## config.mk

```make
export PLATFORM = sky130hd
export DESIGN_NAME = pwm_note_sequencer_flat
export DESIGN_NICKNAME = d
export VERILOG_FILES = /design/src/rtl/pwm_note_sequencer_pkg.sv /design/src/rtl/pwm_note_sequencer_if.sv /design/src/rtl/pwm_note_sequencer_tick_gen.sv /design/src/rtl/pwm_note_sequencer.sv /design/src/flat_wrapper.sv
export SDC_FILE = /design/constraint.sdc
export NUM_CORES = 1
export LEC_CHECK = 0
export ABC_CLOCK_PERIOD_IN_PS = 3800
export BUFFER_PORTS_ARGS = -buffer_cell sky130_fd_sc_hd__buf_2
export CORE_UTILIZATION = 30
export CTS_CLUSTER_SIZE = 20
export DETAILED_ROUTE_END_ITERATION = 16
export PLACE_DENSITY = 0.56
export SLEW_MARGIN = 5
export SYNTH_ARGS = -nofsm -noshare
export SYNTH_HDL_FRONTEND = slang
export SYNTH_HIERARCHICAL = 1
export SYNTH_SLANG_ARGS = --single-unit
```

## constraint.sdc

```tcl
create_clock -name clk -period 3.8 [get_ports clk]
set_input_delay 0.76 -clock clk [delete_from_list [all_inputs] [get_ports clk]]
set_output_delay 0.76 -clock clk [all_outputs]
set_load 0.005 [all_outputs]
```

## src/rtl/pwm_note_sequencer_pkg.sv

```systemverilog
// Shared definitions for the note sequencer: FSM encodings, note-table entry
// layout and small field-extraction helpers.
package pwm_note_sequencer_pkg;

  typedef enum logic [2:0] {
    ST_IDLE    = 3'd0,
    ST_LOAD    = 3'd1,
    ST_PLAY    = 3'd2,
    ST_GAP     = 3'd3,
    ST_ADVANCE = 3'd4
  } state_t;

  localparam int TABLE_DEPTH = 16;
  localparam int IDX_W       = 4;
  localparam int ENTRY_W     = 16;
  localparam int DIV_W       = 12;
  localparam int LEN_W       = 4;

  localparam int DIV_MSB = 15;
  localparam int DIV_LSB = 4;
  localparam int LEN_MSB = 3;
  localparam int LEN_LSB = 0;

  function automatic logic [DIV_W-1:0] entry_div(input logic [ENTRY_W-1:0] e);
    return e[DIV_MSB:DIV_LSB];
  endfunction

  function automatic logic [LEN_W-1:0] entry_len(input logic [ENTRY_W-1:0] e);
    return e[LEN_MSB:LEN_LSB];
  endfunction

endpackage

```

## src/rtl/pwm_note_sequencer_if.sv

```systemverilog
// Note-table write port shared between the register/IO logic and the sequencer.
interface pwm_note_sequencer_if;
  import pwm_note_sequencer_pkg::*;

  logic               wr_en;
  logic [IDX_W-1:0]   wr_addr;
  logic [ENTRY_W-1:0] wr_data;

  modport master (output wr_en, output wr_addr, output wr_data);
  modport slave  (input  wr_en, input  wr_addr, input  wr_data);

endinterface

```

## src/rtl/pwm_note_sequencer_tick_gen.sv

```systemverilog
// Tempo tick generator: counts 0..tempo and pulses tick on the last count.
// Clearing holds the counter at zero so the first tick of a note comes a full
// tick period after the note starts.
module seq_tick_gen #(
  parameter int TEMPO_W = 16
) (
  input  logic               clk,
  input  logic               rst_n,
  input  logic               clear,
  input  logic [TEMPO_W-1:0] tempo,
  output logic               tick
);

  logic [TEMPO_W-1:0] tick_cnt;
  logic               at_end;

  // Greater-or-equal so a tempo lowered below the running count wraps at once
  // instead of running the counter all the way round.
  assign at_end = (tick_cnt >= tempo);
  assign tick   = at_end & ~clear;

  // Free-running tick counter with wrap at tempo
  always_ff @(posedge clk) begin
    if (!rst_n) begin
      tick_cnt <= '0;
    end else if (clear || at_end) begin
      tick_cnt <= '0;
    end else begin
      tick_cnt <= tick_cnt + TEMPO_W'(1);
    end
  end

endmodule

```

## src/rtl/pwm_note_sequencer.sv

```systemverilog
// Melody sequencer driving the divider and run control of the sine PWM tone
// generator from a 16-entry {divider, len} note table.
module pwm_note_sequencer
  import pwm_note_sequencer_pkg::*;
#(
  parameter int GAP_TICKS = 1,
  parameter int TEMPO_W   = 16
) (
  input  logic                       clk,
  input  logic                       rst_n,
  input  logic                       start,
  input  logic                       stop,
  input  logic                       loop_en,
  input  logic [TEMPO_W-1:0]         tempo,
  pwm_note_sequencer_if.slave        wr,
  output logic [DIV_W-1:0]           divider,
  output logic                       tone_rst_n,
  output logic                       busy,
  output logic [IDX_W-1:0]           note_idx,
  output logic                       done
);

  localparam int GAP_W = (GAP_TICKS > 1) ? $clog2(GAP_TICKS + 1) : 1;

  state_t             state, state_nxt;
  logic [IDX_W-1:0]   idx_nxt;
  logic [DIV_W-1:0]   div_nxt;
  logic               tone_nxt;
  logic               busy_nxt;
  logic               done_nxt;
  logic [LEN_W-1:0]   rem, rem_nxt;
  logic [GAP_W-1:0]   gap_rem, gap_nxt;

  logic [ENTRY_W-1:0] note_table [TABLE_DEPTH];
  logic [ENTRY_W-1:0] entry;
  logic [DIV_W-1:0]   cur_div;
  logic [LEN_W-1:0]   cur_len;
  logic               tick;
  logic               tick_clear;

  assign entry   = note_table[note_idx];
  assign cur_div = entry_div(entry);
  assign cur_len = entry_len(entry);

  // Counter held at zero during LOAD so every note starts on a fresh tick
  assign tick_clear = (state == ST_LOAD);

  seq_tick_gen #(.TEMPO_W(TEMPO_W)) u_tick (
    .clk   (clk),
    .rst_n (rst_n),
    .clear (tick_clear),
    .tempo (tempo),
    .tick  (tick)
  );

  // Note table storage; contents survive reset and are loaded by software
  always_ff @(posedge clk) begin
    if (wr.wr_en) begin
      note_table[wr.wr_addr] <= wr.wr_data;
    end
  end

  // Next-state and registered-output decode
  always_comb begin
    state_nxt = state;
    idx_nxt   = note_idx;
    div_nxt   = divider;
    tone_nxt  = tone_rst_n;
    done_nxt  = 1'b0;
    rem_nxt   = rem;
    gap_nxt   = gap_rem;

    case (state)
      ST_IDLE: begin
        tone_nxt = 1'b0;
        if (start) begin
          state_nxt = ST_LOAD;
          idx_nxt   = '0;
        end
      end

      ST_LOAD: begin
        if (cur_len == '0) begin
          // End marker: loop back unless already at entry 0, which would spin
          if (loop_en && (note_idx != '0)) begin
            idx_nxt = '0;
          end else begin
            state_nxt = ST_IDLE;
            done_nxt  = 1'b1;
          end
        end else begin
          div_nxt   = cur_div;
          rem_nxt   = cur_len;
          tone_nxt  = (cur_div != '0);
          state_nxt = ST_PLAY;
        end
      end

      ST_PLAY: begin
        if (tick) begin
          rem_nxt = rem - LEN_W'(1);
          if (rem == LEN_W'(1)) begin
            tone_nxt = 1'b0;
            if (GAP_TICKS > 0) begin
              state_nxt = ST_GAP;
              gap_nxt   = GAP_W'(GAP_TICKS);
            end else begin
              state_nxt = ST_ADVANCE;
            end
          end
        end
      end

      ST_GAP: begin
        if (tick) begin
          gap_nxt = gap_rem - GAP_W'(1);
          if (gap_rem == GAP_W'(1)) begin
            state_nxt = ST_ADVANCE;
          end
        end
      end

      ST_ADVANCE: begin
        if (note_idx == IDX_W'(TABLE_DEPTH - 1)) begin
          if (loop_en) begin
            idx_nxt   = '0;
            state_nxt = ST_LOAD;
          end else begin
            state_nxt = ST_IDLE;
            done_nxt  = 1'b1;
          end
        end else begin
          idx_nxt   = note_idx + IDX_W'(1);
          state_nxt = ST_LOAD;
        end
      end

      default: begin
        state_nxt = ST_IDLE;
        tone_nxt  = 1'b0;
      end
    endcase

    // Abort wins over everything; divider is left at its last value
    if (stop) begin
      state_nxt = ST_IDLE;
      tone_nxt  = 1'b0;
      done_nxt  = 1'b0;
    end

    busy_nxt = (state_nxt != ST_IDLE);
  end

  // State and output registers
  always_ff @(posedge clk) begin
    if (!rst_n) begin
      state      <= ST_IDLE;
      note_idx   <= '0;
      divider    <= '0;
      tone_rst_n <= 1'b0;
      busy       <= 1'b0;
      done       <= 1'b0;
      rem        <= '0;
      gap_rem    <= '0;
    end else begin
      state      <= state_nxt;
      note_idx   <= idx_nxt;
      divider    <= div_nxt;
      tone_rst_n <= tone_nxt;
      busy       <= busy_nxt;
      done       <= done_nxt;
      rem        <= rem_nxt;
      gap_rem    <= gap_nxt;
    end
  end

endmodule
```

## src/flat_wrapper.sv

```systemverilog
// flat-port wrapper written by rule: the top's interface ports become plain ports
module pwm_note_sequencer_flat import pwm_note_sequencer_pkg::*;
#(
  parameter int GAP_TICKS = 1,
  parameter int TEMPO_W   = 16
)
  (clk, rst_n, start, stop, loop_en, tempo, divider, tone_rst_n, busy, note_idx, done, wr_wr_en, wr_wr_addr, wr_wr_data);
  pwm_note_sequencer_if wr_i ();
  input  logic clk;
  input  logic rst_n;
  input  logic start;
  input  logic stop;
  input  logic loop_en;
  input  logic [TEMPO_W-1:0] tempo;
  output logic [DIV_W-1:0] divider;
  output logic tone_rst_n;
  output logic busy;
  output logic [IDX_W-1:0] note_idx;
  output logic done;
  input wire logic [$bits(wr_i.wr_en)-1:0] wr_wr_en;
  input wire logic [$bits(wr_i.wr_addr)-1:0] wr_wr_addr;
  input wire logic [$bits(wr_i.wr_data)-1:0] wr_wr_data;
  assign wr_i.wr_en = wr_wr_en;
  assign wr_i.wr_addr = wr_wr_addr;
  assign wr_i.wr_data = wr_wr_data;
  pwm_note_sequencer #(.GAP_TICKS(GAP_TICKS), .TEMPO_W(TEMPO_W)) u_core (.clk(clk), .rst_n(rst_n), .start(start), .stop(stop), .loop_en(loop_en), .tempo(tempo), .wr(wr_i), .divider(divider), .tone_rst_n(tone_rst_n), .busy(busy), .note_idx(note_idx), .done(done));
endmodule
```

==> metrics.cfg <==
[outcome]
status=complete, no violations

[critical_path]
start_kind=flip-flop
cp-end-kind=flip-flop
crit_arrival_ps=3430
required_ps=4230
slowest_delay_ps=590
path_delay_family=multiplexers
cp_slowest_cell=dfxtp_4
path_cells=buf_4 -> mux4_2 -> mux4_2 -> nor4_1 -> buf_4 -> and3_1 -> o31ai_1
cp_max_fo=18
criticalPathCategory=flip-flop to flip-flop
worst-path-buf-inv=2

[placed_design]
place_congestion=0.7815
dpl.hpwl_mm=17.52
place_inst=1311
placedInstanceArea_um2=13480
io_buffers=60

[clock_tree]
cts_inserted_buffers=31
cts_root_buf=clkbuf_16
cts_tree=yes
htreeDepth=1
clockBufferDepth=3
cts_sinks=303
postCtsResizedCells=0
post_cts_buffers=0
hold_buffers=0
clk_pin_slew_ps=60
clk_latency_ps=560

[floorplanning]
die_h_um=205.5
start_util=0.3043
io_pins=61
fp-row-count=74
placeableCoreArea_um2=40830
die_w_um=205.5
dieArea_um2=42240

[sta]
rsz0062_at_grt=false
relSlewSlack=0.5074
hold_viol_final=0
fin_crit_sh=0.7899
clock_skew_ps=18.87
fin_setup_tns_ps=0
report.final.slew_viol_count=0
finalSetupViolCount=0
worst_pin_slew_ps=737.3
max_freq_ghz=0.3332
finalCriticalPeriod_ps=3001

[drt]
wl_met3_mm=1.168
vias=6744
wl_met2_mm=12.92
routed.top_layer=met4
via_per_inst=4.933
drc=0
postRouteAntennaNets=0
firstDrtPassIters=4
wire_per_inst_um=20.27
drt-initial-drc-count=474
wl_met1_mm=13.15
wirelength_mm=27.71

[logic_synthesis]
synth.yosys.seq_area_share=0.6944
synth_area_per_cell_um2=17.33
syn_inst=717
ys_ff_latch=303
ys_warn_count=6
syn_area_um2=12430
synth.distinct_cells=62
synth_flop_cell=edfxtp_1
synthArstFlopShare=0
synth_edf_count=256
synth_fp_nets=780

[power]
p_seq_frac=0.553
peakVddDrop_v=0.0003468
power_density_nw_per_um2=463.4
switching_share=0.2060
clkPwrFrac=0.414
pwr-share-comb=0.032
switching_power_mw=1.375
intPower_mw=5.299
p_leak_nw=4.759

[finish]
instances_no_fill=1367
final_common_cell=edfxtp_1
final_cell_mix=edfxtp_1 (256), mux4_2 (64), buf_2 (60), dfxtp_1 (45)
filler_cell_count=3823
final_util=0.3526
design_area_um2=14400
layout.nets=875
drive_gt1_frac=0.2790
diodes=0
areaGrowthSynthToFinish_pct=15.88

[global_route]
antenna_found_initial=0
grt_overflow=0
grt_max_degree=34
grt_first_pass_wirelength_mm=42.12
grt_pass1_vias=6819
grtUsageTotal=0.1331

[hold_path]
holdCritPathClass=flip-flop to flip-flop

[flow_run]
drv_cap=0

area by class of cell:
class | count | area, um^2 | area share
timing repair buffer | 92 | 540.5 | 0.03754
multi-input combinational | 355 | 3528 | 0.2450
tap | 532 | 665.6 | 0.04623
inverter | 29 | 108.9 | 0.007560
clock buffer | 35 | 790.8 | 0.05492
sequential | 303 | 8636 | 0.5998
clock inverter | 21 | 128.9 | 0.008950
cells in the mapped netlist, types with 2 or more instances:
| master | count | share of area |
|---|---|---|
| and3_1 | 2 | 0.0010 |
| nor2_2 | 2 | 0.0010 |
| a21oi_1 | 10 | 0.0040 |
| buf_2 | 9 | 0.0036 |
| mux4_2 | 64 | 0.12 |
| o22ai_1 | 5 | 0.0025 |
| inv_1 | 28 | 0.0085 |
| nand2b_1 | 4 | 0.0020 |
| o21ai_0 | 7 | 0.0028 |
| mux2i_1 | 24 | 0.019 |
| nor2_1 | 28 | 0.0085 |
| a21o_1 | 3 | 0.0018 |
| a41oi_1 | 2 | 0.0014 |
| dfxtp_1 | 47 | 0.076 |
| ha_1 | 21 | 0.021 |
| nand3b_1 | 7 | 0.0042 |
| nor2b_1 | 19 | 0.0096 |
| a22oi_1 | 20 | 0.012 |
| nand2_1 | 32 | 0.0097 |
| xor2_1 | 4 | 0.0028 |
| o21a_1 | 2 | 0.0012 |
| o31ai_1 | 2 | 0.0012 |
| nor3_1 | 8 | 0.0032 |
| a31oi_1 | 5 | 0.0025 |
| and2_1 | 2 | 0.0010 |
| xnor2_1 | 11 | 0.0078 |
| buf_4 | 5 | 0.0030 |
| clkbuf_1 | 7 | 0.0021 |
| nand4_1 | 5 | 0.0025 |
| buf_6 | 9 | 0.0082 |
| edfxtp_1 | 256 | 0.62 |
| nand3_1 | 14 | 0.0056 |
| nor4_1 | 23 | 0.012 |
| nor3b_1 | 2 | 0.0012 |
worst paths after layout:
kind                      from                end  slack [ps]  cells after the start
min reg2reg  u_core/tone_rst_n  u_core/tone_rst_n         490                      2
max reg2reg          flip-flop  u_core/tone_rst_n         800                      7
min          u_core/tone_rst_n  u_core/tone_rst_n         490                      2
max                  flip-flop  u_core/tone_rst_n         800                      7
through the flow:
stage | hold WS (ps) | power (mW) | worst slack (ps)
floorplan | 470.6 | 3.866 | 693.1
global placement | 483.1 | 3.975 | 624.8
detailed placement | 484.3 | 3.982 | 584.9
CTS | 493.5 | 6.751 | 727.6
global route | 538.7 | 6.898 | 480.2
finish | 487.2 | 6.673 | 798.6
state kept, by name, summed over array words and instances, names as in the netlist, named ones only:
name	count
u_core/state	3
u_core/note_idx	4
u_core/busy	1
u_core/u_tick/tick_cnt	16
u_core/divider	12
u_core/done	1
u_core/note_table	256
u_core/tone_rst_n	1
u_core/gap_rem	1
u_core/rem	4
power groups by stage:
stage	logic (mW)	registers, mW	clock network (mW)
2_1_floorplan	0.107	3.76	0
3_3_place_gp	0.215	3.76	0
3_5_place_dp	0.220	3.76	0
4_1_cts	0.220	3.69	2.84
5_1_grt	0.241	3.70	2.96
6_report	0.216	3.69	2.76
tightest hold or removal path, delay by kind of cell, from the launching register on:
kind / cells / cell delay, ps
flip-flops: 1 / 310
AO/OA/AOI/OAI: 2 / 120
cell families after synthesis:
kind of cell               after synthesis  synth area share
AOI/OAI and AO/OA                       71           0.04199
muxes                                   89            0.1371
buffers and inverters                   59           0.02568
and+or+nand+nor                        159           0.06908
DFF                                    303            0.6944
xor gates and xnor gates                15           0.01057
adders and majority gates               21           0.02115
per-layer routing:
| metal | global-route usage | up-vias |
|---|---|---|
| li1 | - | 3054 |
| met4 | 0.03016 | 0 |
| met2 | 0.2124 | 153 |
| met3 | 0.02027 | 30 |
| met5 | 0 | - |
| met1 | 0.1906 | 3507 |
(Power assumes the default switching activity.)
